[src/rtl/pc_pkg.sv]
// Shared types and helpers for the program-counter sequencer.
package pc_pkg;

    localparam int unsigned PC_W_DEFAULT = 8;

    typedef enum logic [2:0] {
        SEL_HOLD,
        SEL_INC,
        SEL_BRANCH,
        SEL_CALL,
        SEL_RET,
        SEL_RESET
    } next_pc_sel_t;

    function automatic int unsigned clog2(input int unsigned value);
        int unsigned result;
        result = 0;
        while ((64'd1 << result) < 64'(value)) begin
            result = result + 1;
        end
        return result;
    endfunction

endpackage

[src/rtl/return_stack.sv]
// Circular return-address LIFO: a full push overwrites the oldest entry, an empty pop only
// raises the sticky underflow flag.
module return_stack
    import pc_pkg::*;
#(
    parameter int unsigned WIDTH = 8,
    parameter int unsigned DEPTH = 4,
    localparam int unsigned IDX_W = clog2(DEPTH),
    localparam int unsigned CNT_W = IDX_W + 1
) (
    input  logic             clk_i,
    input  logic             reset_i,
    input  logic             push_i,
    input  logic             pop_i,
    input  logic [WIDTH-1:0] push_data_i,
    output logic [WIDTH-1:0] top_o,
    output logic [CNT_W-1:0] count_o,
    output logic             overflow_o,
    output logic             underflow_o
);

    localparam logic [CNT_W-1:0] FULL_CNT = CNT_W'(DEPTH);

    logic [WIDTH-1:0] mem_q [DEPTH];
    // ptr_q is the next free slot; when full it also points at the oldest entry
    logic [IDX_W-1:0] ptr_q, ptr_d, top_idx;
    logic [CNT_W-1:0] count_q, count_d;
    logic             overflow_q, overflow_d;
    logic             underflow_q, underflow_d;
    logic             full, empty, do_push;

    assign full    = (count_q == FULL_CNT);
    assign empty   = (count_q == '0);
    assign top_idx = ptr_q - IDX_W'(1);
    assign top_o   = mem_q[top_idx];

    assign count_o     = count_q;
    assign overflow_o  = overflow_q;
    assign underflow_o = underflow_q;

    always_comb begin
        ptr_d       = ptr_q;
        count_d     = count_q;
        overflow_d  = overflow_q;
        underflow_d = underflow_q;
        do_push     = 1'b0;
        if (pop_i) begin
            if (empty) begin
                underflow_d = 1'b1;
            end else begin
                ptr_d   = top_idx;
                count_d = count_q - CNT_W'(1);
            end
        end else if (push_i) begin
            do_push = 1'b1;
            ptr_d   = ptr_q + IDX_W'(1);
            if (full) begin
                overflow_d = 1'b1;
            end else begin
                count_d = count_q + CNT_W'(1);
            end
        end
    end

    always_ff @(posedge clk_i) begin
        if (reset_i) begin
            ptr_q       <= '0;
            count_q     <= '0;
            overflow_q  <= 1'b0;
            underflow_q <= 1'b0;
        end else begin
            ptr_q       <= ptr_d;
            count_q     <= count_d;
            overflow_q  <= overflow_d;
            underflow_q <= underflow_d;
        end
    end

    always_ff @(posedge clk_i) begin
        if (do_push) begin
            mem_q[ptr_q] <= push_data_i;
        end
    end

endmodule

[src/rtl/pc_sequencer.sv]
// Program-counter sequencer: stall, branch/call/return redirects, fetch handshake and a
// return-address stack. All outputs are registered.
module pc_sequencer
    import pc_pkg::*;
#(
    parameter int unsigned PC_WIDTH     = PC_W_DEFAULT,
    parameter int unsigned PC_STEP      = 1,
    parameter int unsigned RESET_VECTOR = 0,
    parameter int unsigned RAS_DEPTH    = 4,
    localparam int unsigned CNT_W       = clog2(RAS_DEPTH) + 1
) (
    input  logic                clk,
    input  logic                reset,
    input  logic                stall,
    input  logic                branch_taken,
    input  logic [PC_WIDTH-1:0] branch_target,
    input  logic                call,
    input  logic                ret,
    input  logic                fetch_ready,
    output logic                fetch_valid,
    output logic [PC_WIDTH-1:0] pc_counter,
    output logic [CNT_W-1:0]    ras_count,
    output logic                ras_overflow,
    output logic                ras_underflow
);

    localparam logic [PC_WIDTH-1:0] STEP   = PC_WIDTH'(PC_STEP);
    localparam logic [PC_WIDTH-1:0] RST_PC = PC_WIDTH'(RESET_VECTOR);

    logic [PC_WIDTH-1:0] pc_q, pc_d, pc_inc, ras_top;
    logic                fetch_valid_q, fetch_valid_d;
    logic                accept, ras_empty, ras_push;
    next_pc_sel_t        sel;

    assign pc_inc    = pc_q + STEP;
    assign accept    = fetch_valid_q & fetch_ready & ~stall;
    assign ras_empty = (ras_count == '0);
    // ret beats call, so a simultaneous call never pushes
    assign ras_push  = call & ~ret;

    always_comb begin
        sel = SEL_HOLD;
        if (reset) begin
            sel = SEL_RESET;
        end else if (ret) begin
            // an empty-stack return degrades to a plain increment
            sel = ras_empty ? SEL_INC : SEL_RET;
        end else if (call) begin
            sel = SEL_CALL;
        end else if (branch_taken) begin
            sel = SEL_BRANCH;
        end else if (accept) begin
            sel = SEL_INC;
        end
    end

    always_comb begin
        pc_d          = pc_q;
        fetch_valid_d = 1'b1;
        case (sel)
            SEL_RESET: begin
                pc_d          = RST_PC;
                fetch_valid_d = 1'b0;
            end
            SEL_RET:    pc_d = ras_top;
            SEL_CALL:   pc_d = branch_target;
            SEL_BRANCH: pc_d = branch_target;
            SEL_INC:    pc_d = pc_inc;
            default: begin
                pc_d          = pc_q;
                fetch_valid_d = fetch_valid_q | ~stall;
            end
        endcase
    end

    always_ff @(posedge clk) begin
        if (reset) begin
            pc_q          <= RST_PC;
            fetch_valid_q <= 1'b0;
        end else begin
            pc_q          <= pc_d;
            fetch_valid_q <= fetch_valid_d;
        end
    end

    return_stack #(
        .WIDTH (PC_WIDTH),
        .DEPTH (RAS_DEPTH)
    ) u_return_stack (
        .clk_i       (clk),
        .reset_i     (reset),
        .push_i      (ras_push),
        .pop_i       (ret),
        .push_data_i (pc_inc),
        .top_o       (ras_top),
        .count_o     (ras_count),
        .overflow_o  (ras_overflow),
        .underflow_o (ras_underflow)
    );

    assign pc_counter  = pc_q;
    assign fetch_valid = fetch_valid_q;

endmodule

[config.mk]
export PLATFORM = sky130hd
export DESIGN_NAME = pc_sequencer
export DESIGN_NICKNAME = d
export VERILOG_FILES = /design/src/rtl/pc_pkg.sv /design/src/rtl/return_stack.sv /design/src/rtl/pc_sequencer.sv
export SDC_FILE = /design/constraint.sdc
export NUM_CORES = 1
export LEC_CHECK = 0
export BUFFER_PORTS_ARGS = -buffer_cell sky130_fd_sc_hd__clkbuf_2
export CAP_MARGIN = 20
export CORE_MARGIN = 4
export CORE_UTILIZATION = 60
export DETAILED_ROUTE_END_ITERATION = 6
export GPL_TIMING_DRIVEN = 0
export PLACE_DENSITY_LB_ADDON = 0.2
export SLEW_MARGIN = 20
export SYNTH_ARGS = -nofsm -noshare
export SYNTH_HDL_FRONTEND = slang
export SYNTH_HIERARCHICAL = 1
export SYNTH_SLANG_ARGS = --single-unit
[constraint.sdc]
create_clock -name clk -period 4.9 [get_ports clk]
set_input_delay 0.245 -clock clk [delete_from_list [all_inputs] [get_ports clk]]
set_output_delay 0.245 -clock clk [all_outputs]
set_load 0.02 [all_outputs]
### After elaboration in Yosys (flattened, before gate mapping)

Memories as Yosys holds them, arrays and structs flattened.
Cells that the tools add are included.

| word-level totals | value |
|---|---|
| memories kept | 1 |
| bits of input ports | 15 |
| bits in writable memories | 32 |
| register bits after elaboration | 16 |

| operators by class | value |
|---|---|
| add/subtract/negate cells | 5 |
| reduce and logical (&&, ||, !) cells | 9 |
| mux-type cells | 19 |
| bitwise gates (word level) | 6 |
| equal/unequal tests | 8 |

Memories:

| memory | depth | width | read ports | clocked after Yosys merged registers in | wr ports | RTL line | RTL |
|---|---|---|---|---|---|---|---|
| u_return_stack.mem_q | 4 | 8 | 1 | 0 | 1 | return_stack.sv:24 | `logic [WIDTH-1:0] mem_q [DEPTH];` |

Operators with widths:

| operator | number |
|---|---|
| 8-bit one-hot mux with 4 select lines | 1 |
| 3-bit 2-to-1 mux | 7 |
| 2-bit 2-to-1 mux | 5 |
| 3-bit == test (second input constant) | 3 |
| 8-bit by 1-bit adder with 8-bit output (second input constant) | 1 |
| 3-bit by 2-bit == test with 1-bit output (second input constant) | 2 |
| 3-bit AND reduction | 2 |
| 1-bit 2-to-1 mux | 5 |
| 2-bit inequality test (second input constant) | 2 |
| 2-bit AND reduction | 2 |
| 4-bit nonzero test | 1 |
| 4-bit OR reduction | 1 |
| 3-bit by 1-bit adder with 3-bit output (second input constant) | 1 |
| 1-bit AND | 3 |
| 3-bit by 1-bit == test with 1-bit output (second input constant) | 1 |
| 3-bit logical NOT | 1 |
| 3-bit by 1-bit subtractor with 3-bit output (second input constant) | 1 |
| 2-bit by 1-bit adder with 2-bit output (second input constant) | 1 |
| 1-bit NOT | 2 |
| 1-bit one-hot mux with 2 select lines | 1 |
| 2-bit nonzero test | 1 |
| 2-bit OR reduction | 1 |
| 2-bit by 1-bit subtractor with 2-bit output (second input constant) | 1 |
| 1-bit bitwise OR | 1 |

### Depth between registers and ports, before layout

Gate-level depths: netlist (run 1).

| depth | value |
|---|---|
| depth in word-level cells | 10 |
| mapped depth | 7 |

### Hierarchy

The synthesis (run 1) kept the hierarchy.

Modules (own cells, without submodules):

| module | cells an instance | area an instance (sq um) | times used |
|---|---|---|---|
| return_stack | 92 | 1,606.5 | 1 |
| pc_sequencer | 66 | 594.3 | 1 |

### Least setup slack after synthesis (run 1)

Ideal clock, no wire load.

| timing path | value |
|---|---|
| path kind | register to register |
| from | register u_return_stack.ptr_q[0] |
| to | register pc_q[1], in the netlist pc_counter[1] |
| period minus slack after synthesis | 1,978 ps |
| buffers on the path | 2 |
| arrival time | 1,846 ps |
| stages on the path, launching flop included | 8 |
| path slack | 2,922 ps |
| library setup time | 132 ps |
| cell sequence | dfxtp_1 -> buf_2 -> inv_1 -> ha_1 -> buf_2 -> mux4_2 -> a222oi_1 -> o21ai_1 |

| on the way | value |
|---|---|
| word-level cells in the longest chain between the ends | 3 |

RTL lines:

| item | RTL line | RTL |
|---|---|---|
| from (decl) | return_stack.sv:26 | `logic [IDX_W-1:0] ptr_q, ptr_d, top_idx;` |
| from (signal assigned) | return_stack.sv:72 | `ptr_q <= ptr_d;` |
| 2-bit by 1-bit subtractor with 2-bit output | return_stack.sv:34 | `assign top_idx = ptr_q - IDX_W'(1);` |
| memory 4 x 8 bit | - |  |
| net ras_top[1] | pc_sequencer.sv:30 | `logic [PC_WIDTH-1:0] pc_q, pc_d, pc_inc, ras_top;` |
| 8-bit one-hot mux with 4 select lines | pc_sequencer.sv:60 | `case (sel)` |
| to (signal assigned) | pc_sequencer.sv:81 | `pc_q <= pc_d;` |
| to (decl) | pc_sequencer.sv:30 |  |

The timed path passes the listed nets, and every way through them passes these cells.
A chain may end at the register's enable or synchronous reset.

### Final worst setup path (run 1)

| timing path | value |
|---|---|
| from | register u_return_stack.ptr_q[0] |
| to | register pc_q[5], in the netlist pc_counter[5] |

The elaborated chain is that of the path after synthesis.

==> results of run 1 <==
-- path summary, 6_finish.rpt --
path	from	endpoint	slack, ns	depth (start not counted)
max	u_return_stack/ptr_q[0]	pc_counter[5]	2.60	7
min	branch_target[7]	pc_counter[7]	0.20	3
max reg2reg	u_return_stack/ptr_q[0]	pc_counter[5]	2.60	7
min reg2reg	u_return_stack/overflow_o	u_return_stack/overflow_o	0.47	2
-- cell type report --
cell class                      instances  area, µm²  share of cell area (%)
Sequential cell                        48       1281                   51.05
Multi-Input combinational cell         93      838.3                   33.40
Timing Repair Buffer                   28      140.1                   5.583
Clock buffer                            5      68.82                   2.742
Tap cell                               46      57.56                   2.293
Inverter                               12      45.04                   1.795
Clock inverter                          3      42.54                   1.695
Buffer                                  5      36.28                   1.446
-- metrics by stage --
stage               cell area, µm²  hold slack (ns)  util (%)
global placement              2399           0.4532     69.68
CTS                           2510           0.1906     72.92
finish                        2510           0.1965     72.92
floorplan                     2201           0.3141         -
global route                  2510           0.2069     72.92
detailed placement            2399           0.4626     69.68
-- layer usage --
metal	share of wire [%]	global-route usage, %	vias up
met5	0	0	-
met4	1.3	8.189	0
met3	7.7	2.917	5
met2	47	30.04	38
met1	44	27.05	666
li1	-	-	670
-- cell families after synthesis --
| family | count (synthesis) | share of synthesized area, % |
|---|---|---|
| buf+inv | 17 | 3.695 |
| compound gates | 30 | 10.23 |
| fa+ha+maj | 6 | 3.752 |
| flops | 48 | 58.21 |
| xor+xnor | 8 | 3.525 |
| mux | 9 | 8.868 |
| simple gates | 40 | 11.71 |
-- critical path: stages, from the launching register on --
cell,delay (ns)
dfxtp_1,0.41
buf_2,0.32
inv_1,0.12
ha_1,0.29
buf_2,0.24
mux4_2,0.36
a222oi_1,0.32
o21ai_1,0.10
-- sequential cells by signal (all words and copies together), names as in the netlist --
register and flops:
fetch_valid 1, u_return_stack/underflow_o 1, u_return_stack/overflow_o 1, u_return_stack/count_o 3, u_return_stack/mem_q 32, pc_counter 8, u_return_stack/ptr_q 2
-- power groups by stage --
stage / clock (mW) / sequential, mW / combinational (mW)
final: 0.274 / 0.511 / 0.227
after detailed placement: 0 / 0.520 / 0.228
after global routing: 0.299 / 0.516 / 0.252
after CTS: 0.282 / 0.510 / 0.230
after global placement: 0 / 0.516 / 0.219
after floorplan: 0 / 0.535 / 0.142
-- cell usage after synthesis, types with 2 or more instances --
cell and instances:
xor2_1 6, mux4_2 8, and2_1 4, a22oi_1 3, or3_1 2, edfxtp_1 32
nor2b_1 4, buf_2 2, dfxtp_1 16, nor3_2 2, and3_1 3, a21oi_1 4
o21ai_1 6, a222oi_1 6, nor2_1 8, buf_4 2, ha_1 5, a31oi_1 2
inv_1 12, nand2_1 5, nand3_1 4
==> results.toml, run 1 <==
[setup_path]
cp_data_arrival_time_ns = 2.47
cp_max_fo = 10
worstPathRequired_ns = 5.07
setup.worst_path.class = "reg2reg"
cp-start-kind = "flop"
end_kind = "flop"

[clock_network]
cts.repair.resized = 0
tritoncts = "built"
insertion_delay_ns = 0.29
clk_root_buffer_cell = "clkbuf_8"
hold_buffers = 0
htreeDepth = 2
numCtsBuffers = 5
cts_setup_buffers = 0
clkTransAtPathRegs_ns = 0.08
clock_sinks = 48
cts_buffer_depth = 2

[outcome]
outcome = "finished, final reports clean"

[synth]
yosys_most_used_dff = "edfxtp_1"
synthesis.nets = 179
yosys.area.top_type_share_pct = 43.66
synth_area_leaders = "edfxtp_1, dfxtp_1, mux4_2"
yosysWarnings = 6
avgSynthCellArea_um2 = 13.93
ys_ff_latch = 48
netlist_area_mm2 = 0.002201
synth-seq-area-share_pct = 58.21
synth_cell_types = 43
synth_edf_count = 32
syn_inst = 158
synth_top_cell_by_area = "edfxtp_1"
async_flop_share_pct = 0

[placement]
dp_hpwl_mm = 2.915
io_buffers = 28
place_congestion = 0.8360
dp_cells = 232
pre_cts_ws_ns = 2.572

[final_layout]
final_cell_mix = "edfxtp_1, clkbuf_2, dfxtp_1, inv_1"
num-nets-final = 214
final_common_cell = "edfxtp_1"
areaGrowthSynthToFinish_pct = 14.04
drive_gt1_share_pct = 31.44
diodes = 0
stdcell_count = 240
fill_cells = 240

[power_and_ir_drop]
powerDensity_mw_per_mm2 = 402.7
p_total_mw = 1.011
intPower_uw = 721.6
ir_drop_mv = 0.2323
cellLeakagePower_nw = 0.9644
power_frac_clock_pct = 27.1
netSwitchingFraction_pct = 28.62
power_switching_uw = 289.3
p_seq_share_pct = 50.5
pwr-share-comb_pct = 22.4

[die]
core_mm2 = 0.003442
initial_core_util_pct = 63.94
die_x_um = 68.57
num_io_pins = 29
dieHeight_um = 68.57
num_rows = 21
die_area_mm2 = 0.004701

[grt]
antenna_found_initial = 0
track_usage_pct = 19.28
grt_pass1_vias = 1304
grt_max_degree = 16
grt_pass1_wl_mm = 6.368
grt_remaining_overflow = 0

[timing]
finClkSkew_ns = 0.005027
worst_slack_ns = 2.602
setup_viol = 0
tns_ns = 0
fmax_ghz = 0.4351
period_needed_ns = 2.298
hold_viol = 0
rsz0062_at_grt = "no"
fin_crit_sh_pct = 46.90
slew_violations = 0
slew_headroom_pct = 57.50
worstMarginPinSlew_ns = 0.6374

[detailed_routing]
routed_wl_mm = 3.964
num_vias = 1379
viasPerCell = 5.746
drt_iter0_drc = 111
drc = 0
ant_nets = 0
first_pass_iters = 4
wl_per_cell_um = 16.52

[flow_run]
cap_viol_max_count = 0

[worst_hold_path]
hold_path.class = "in2reg"
Note: power is estimated with default switching activity, not from simulation.
==> run 2: changes to the inputs <==
--- a/config.mk
+++ b/config.mk
@@ -8,7 +8,7 @@
 export BUFFER_PORTS_ARGS = -buffer_cell sky130_fd_sc_hd__clkbuf_2
 export CAP_MARGIN = 20
 export CORE_MARGIN = 4
-export CORE_UTILIZATION = 60
+export CORE_UTILIZATION = 51
 export DETAILED_ROUTE_END_ITERATION = 6
 export GPL_TIMING_DRIVEN = 0
 export PLACE_DENSITY_LB_ADDON = 0.2
==> constraint.sdc (replaced) <==
create_clock -name clk -period 1.9 [get_ports clk]
set_input_delay 0.095 -clock clk [delete_from_list [all_inputs] [get_ports clk]]
set_output_delay 0.095 -clock clk [all_outputs]
set_load 0.02 [all_outputs]
==> run 2 against run 1 <==
Compared with the run above: utilization shrank 9.2 points; die area up 16%; critical endpoint unchanged; worst hold slack lost 0.15 ns; first-iteration DRC count fell by 38%; cell count rose by 4.2%; sequential power rose to 2.6 times the previous value; sequential cell count is the same.
==> results.toml, run 2 (synthesis gave the netlist of run 1 again) <==
[power_and_ir_drop]
powerDensity_mw_per_mm2 = 1063
ir_drop_mv = 0.6131
power_frac_clock_pct = 27.2
p_seq_share_pct = 47.6
netSwitchingFraction_pct = 28.80
pwr-share-comb_pct = 25.2
cellLeakagePower_nw = 1.007
intPower_mw = 1.971
power_switching_uw = 797.2

[timing]
finClkSkew_ns = 0.006448
setup_viol = 0
fin_crit_sh_pct = 96.05
hold_viol = 0
rsz0062_at_grt = "no"
slew_violations = 0
worstMarginPinSlew_ns = 0.6801
slew_headroom_pct = 54.66
period_needed_ns = 1.825
fmax_ghz = 0.5479
worst_slack_ns = 0.07497

[setup_path]
cp_data_arrival_time_ns = 2.00
path_buf_inv = 3
path_cells = "buf_12 -> inv_2 -> ha_4 -> buf_6 -> mux4_2 -> a222oi_1 -> o21ai_1"
worstPathRequired_ns = 2.07
setup.worst_path.class = "reg2reg"
cpPeakStageDelay_ns = 0.38
cpMaxStageDelayCell = "dfxtp_4"
path_delay_family = "compound AO/OA/AOI/OAI gates"
end_kind = "flop"
cp_max_fo = 10
cp-start-kind = "flop"

[detailed_routing]
wl_per_cell_um = 18.34
ant_nets = 0
num_vias = 1433
first_pass_iters = 4
viasPerCell = 5.732
drt_iter0_drc = 69
drc = 0
routed_wl_mm = 4.586

[final_layout]
fill_cells = 300
final_cell_mix = "edfxtp_1, clkbuf_2, dfxtp_1, inv_1"
stdcell_count = 250
ff_latch_area_mm2 = 0.001286
final_common_cell = "edfxtp_1"
largest_reg_flops = 32
areaGrowthSynthToFinish_pct = 18.31
multi_input_area_um2 = 850.8
diodes = 0
num-nets-final = 220
drive_gt1_share_pct = 35.00
regMostFlops = "u_return_stack/mem_q"

[grt]
track_usage_pct = 18.07
grt_pass1_vias = 1435
grt_pass1_wl_mm = 7.272
grt_remaining_overflow = 0
antenna_found_initial = 0
grt_max_degree = 15

[outcome]
outcome = "finished, final reports clean"

[clock_network]
htreeDepth = 2
clkTransAtPathRegs_ns = 0.09
clk_root_buffer_cell = "clkbuf_8"
tritoncts = "built"
clock_sinks = 48
insertion_delay_ns = 0.30
numCtsBuffers = 5
cts_buffer_depth = 2

[die]
initial_core_util_pct = 53.86
die_x_um = 73.69
core_mm2 = 0.004086
num_io_pins = 29
die_area_mm2 = 0.005430
dieHeight_um = 73.69
num_rows = 23

[placement]
place_congestion = 0.8657
dp_cells = 236
pre_cts_ws_ns = -0.2721
io_buffers = 28
dp_hpwl_mm = 3.153

[worst_hold_path]
hold_path.class = "in2reg"

[flow_run]
cap_viol_max_count = 0
run 2: area by class of cell:
| type | count | area share (%) |
|---|---|---|
| sequential | 48 | 49.40 |
| multi-input combinational | 93 | 32.68 |
| timing repair buffer | 34 | 7.112 |
| clock buffer | 6 | 3.172 |
| tap | 50 | 2.403 |
| buffer | 5 | 2.210 |
| inverter | 12 | 1.730 |
| clock inverter | 2 | 1.297 |
run 2: final timing paths:
path	start	slack (ns)	end	cells after the start
setup / recovery	u_return_stack/ptr_q[0]	0.07	pc_counter[5]	7
setup reg to reg	u_return_stack/ptr_q[0]	0.07	pc_counter[5]	7
hold reg to reg	u_return_stack/overflow_o	0.48	u_return_stack/overflow_o	2
hold / removal	branch_target[2]	0.05	pc_counter[2]	3
run 2: power groups by stage:
stage	combinational, mW	clock (mW)	sequential [mW]
2_1_floorplan	0.369	0	1.38
3_3_place_gp	0.571	0	1.33
3_5_place_dp	0.603	0	1.34
4_1_cts	0.675	0.770	1.32
5_1_grt	0.751	0.824	1.33
6_report	0.697	0.753	1.32
run 2: worst reg2reg max path: stages, from the launching register on:
cell	delay, ns
dfxtp_4	0.38
buf_12	0.14
inv_2	0.06
ha_4	0.28
buf_6	0.12
mux4_2	0.32
a222oi_1	0.30
o21ai_1	0.10
run 2: metrics by stage:
| stage | utilization [%] | hold slack [ns] | area [µm²] | setup TNS, ns | power (mW) |
|---|---|---|---|---|---|
| 2_1_floorplan | - | 0.1641 | 2207 | 0 | 1.751 |
| 3_3_place_gp | 58.97 | 0.3393 | 2410 | -1.195 | 1.903 |
| 3_5_place_dp | 58.97 | 0.3515 | 2410 | -1.684 | 1.945 |
| 4_1_cts | 63.14 | 0.03124 | 2580 | 0 | 2.766 |
| 5_1_grt | 63.72 | 0.03819 | 2604 | 0 | 2.906 |
| 6_report | 63.72 | 0.04740 | 2604 | 0 | 2.768 |
run 2: per-layer routing:
metal	GRT usage [%]	vias up	routed length (µm)
li1	-	681	-
met1	24.73	702	1998
met2	27.36	42	2284
met3	5.335	8	243
met4	6.439	0	59
met5	0	-	0
run 2: timing repair:
action                                 CTS  global route
gates cloned                             1             0
hold buffers                             0             0
setup endpoints to repair                8             8
endpoints found under the hold margin    0             0
pin swaps                                1             3
buffers inserted                         2             3
gates resized for setup                  8             2
==> run 3: changes to the inputs <==
--- a/config.mk
+++ b/config.mk
@@ -8,9 +8,10 @@
 export BUFFER_PORTS_ARGS = -buffer_cell sky130_fd_sc_hd__clkbuf_2
 export CAP_MARGIN = 20
 export CORE_MARGIN = 4
-export CORE_UTILIZATION = 51
+export CORE_UTILIZATION = 40
 export DETAILED_ROUTE_END_ITERATION = 6
 export GPL_TIMING_DRIVEN = 0
+export HOLD_SLACK_MARGIN = 0.15
 export PLACE_DENSITY_LB_ADDON = 0.2
 export SLEW_MARGIN = 20
 export SYNTH_ARGS = -nofsm -noshare
==> run 3 against run 2 <==
Compared with the run above: register-to-register slack hardly changed; cell count is 12% higher; sequential power hardly changed; first-iteration DRC count is 83% higher; critical endpoint is now u_return_stack/count_o[2]; largest cell class unchanged; highest routed layer unchanged.
==> results.toml, run 3 (synthesis gave the netlist of run 1 again) <==
[setup_path]
path_delay_family = "flip-flops"
path_cells = "inv_1 -> fa_1 -> xor2_1 -> a211oi_2 -> mux2_4"
cp_max_fo = 6
cp_data_arrival_time_ns = 2.01
r2r_cells = 5
crit_cells = 5
setup.worst_path.class = "reg2reg"
end_kind = "flop"
cpMaxStageDelayCell = "dfxtp_1"
cp-start-kind = "flop"
path_buf_inv = 1
worstPathRequired_ns = 2.09
cpPeakStageDelay_ns = 0.46

[detailed_routing]
drt_iter0_drc = 126
num_vias = 1486
drc = 0
routed_wl_mm = 4.450
ant_nets = 0
wl_per_cell_um = 15.89
viasPerCell = 5.307
first_pass_iters = 5

[timing]
finClkSkew_ns = 0.009535
worstMarginPinSlew_ns = 0.6795
setup_viol = 0
fin_crit_sh_pct = 95.56
fmax_ghz = 0.5508
period_needed_ns = 1.816
slew_headroom_pct = 54.70
tns_ns = 0
rsz0062_at_grt = "no"
slew_violations = 0
hold_viol = 0

[die]
num_io_pins = 29
num_rows = 26
core_mm2 = 0.005205
die_area_mm2 = 0.006753
die_x_um = 82.18
dieHeight_um = 82.18
initial_core_util_pct = 42.28

[clock_network]
clock_sinks = 48
tritoncts = "built"
numCtsBuffers = 5
clk_root_buffer_cell = "clkbuf_8"
insertion_delay_ns = 0.30
cts_buffer_depth = 2
htreeDepth = 2
clkTransAtPathRegs_ns = 0.09

[power_and_ir_drop]
powerDensity_mw_per_mm2 = 961.5
netSwitchingFraction_pct = 30.61
pwr-share-comb_pct = 26.5
cellLeakagePower_nw = 1.030
power_frac_clock_pct = 22.6
intPower_mw = 1.802
ir_drop_mv = 0.3547
p_total_mw = 2.596
power_switching_uw = 794.6
p_seq_share_pct = 50.9

[grt]
grt_max_degree = 16
track_usage_pct = 14.18
grt_remaining_overflow = 0
grt_pass1_vias = 1490
antenna_found_initial = 0
grt_pass1_wl_mm = 7.162

[flow_run]
cap_viol_max_count = 0

[worst_hold_path]
hold_path.class = "in2reg"
hold_depth = 2

[placement]
io_buffers = 28
dp_hpwl_mm = 3.169
place_congestion = 0.7914

[final_layout]
final_common_cell = "edfxtp_1"
diodes = 0
fill_cells = 451
drive_gt1_share_pct = 33.33
regMostFlops = "u_return_stack/mem_q"
ff_latch_area_mm2 = 0.001286
num-nets-final = 230
multi_input_area_um2 = 850.8
final_cell_mix = "edfxtp_1, clkbuf_2, dfxtp_1, inv_1, dlygate4sd3_1"
areaGrowthSynthToFinish_pct = 22.68
largest_reg_flops = 32

[outcome]
outcome = "finished, final reports clean"
[run 3: what timing repair did]
| action | 4_1_cts | 5_1_grt |
|---|---|---|
| pin swaps | 1 | 2 |
| gates cloned | 1 | 0 |
| hold endpoints to repair | 9 | 0 |
| endpoints found under the setup margin | 8 | 6 |
| hold buffers | 10 | 0 |
| buffers inserted | 1 | 4 |
| resized for setup | 7 | 3 |
[run 3: path summary, 6_finish.rpt]
path,from,to,slack (ns)
worst max-delay path,u_return_stack/count_o[0],u_return_stack/count_o[2],0.08
worst min-delay path,reset,u_return_stack/ptr_q[0],0.18
worst max register to register,u_return_stack/count_o[0],u_return_stack/count_o[2],0.08
worst min register to register,u_return_stack/underflow_o,u_return_stack/underflow_o,0.47
[run 3: metal layers]
layer | wire [µm] | part of all wire, % | GRT usage, % | up-vias
li1 | - | - | - | 695
met1 | 1923 | 43 | 17.82 | 740
met2 | 2241 | 50 | 24.96 | 45
met3 | 246 | 5.5 | 3.254 | 6
met4 | 38 | 0.85 | 2.990 | 0
met5 | 0 | 0 | 0 | -
[run 3: power groups by stage]
stage	Clock, mW	Combinational (mW)	Sequential [mW]
finish	0.586	0.688	1.32
global route	0.647	0.750	1.33
CTS	0.610	0.670	1.32
detailed placement	0	0.603	1.34
global placement	0	0.578	1.34
floorplan	0	0.369	1.38
[run 3: cell type report]
| type | instances | area share (%) |
|---|---|---|
| Buffer | 5 | 2.132 |
| Multi-Input combinational cell | 93 | 31.51 |
| Timing Repair Buffer | 44 | 10.47 |
| Clock inverter | 3 | 0.6951 |
| Sequential cell | 48 | 47.64 |
| Inverter | 12 | 1.761 |
| Tap cell | 70 | 3.244 |
| Clock buffer | 5 | 2.549 |
[run 3: through the flow]
stage,instance area [µm²],std cells,util (%),setup slack [ns],hold WS [ns]
floorplan,2207,158,-,0.03146,0.1641
global placement,2435,256,46.78,-0.2098,0.3384
detailed placement,2435,256,46.78,-0.2920,0.3621
CTS,2666,276,51.23,0.0003142,0.1713
global route,2700,280,51.88,0.001400,0.2013
finish,2700,280,51.88,0.08432,0.1796
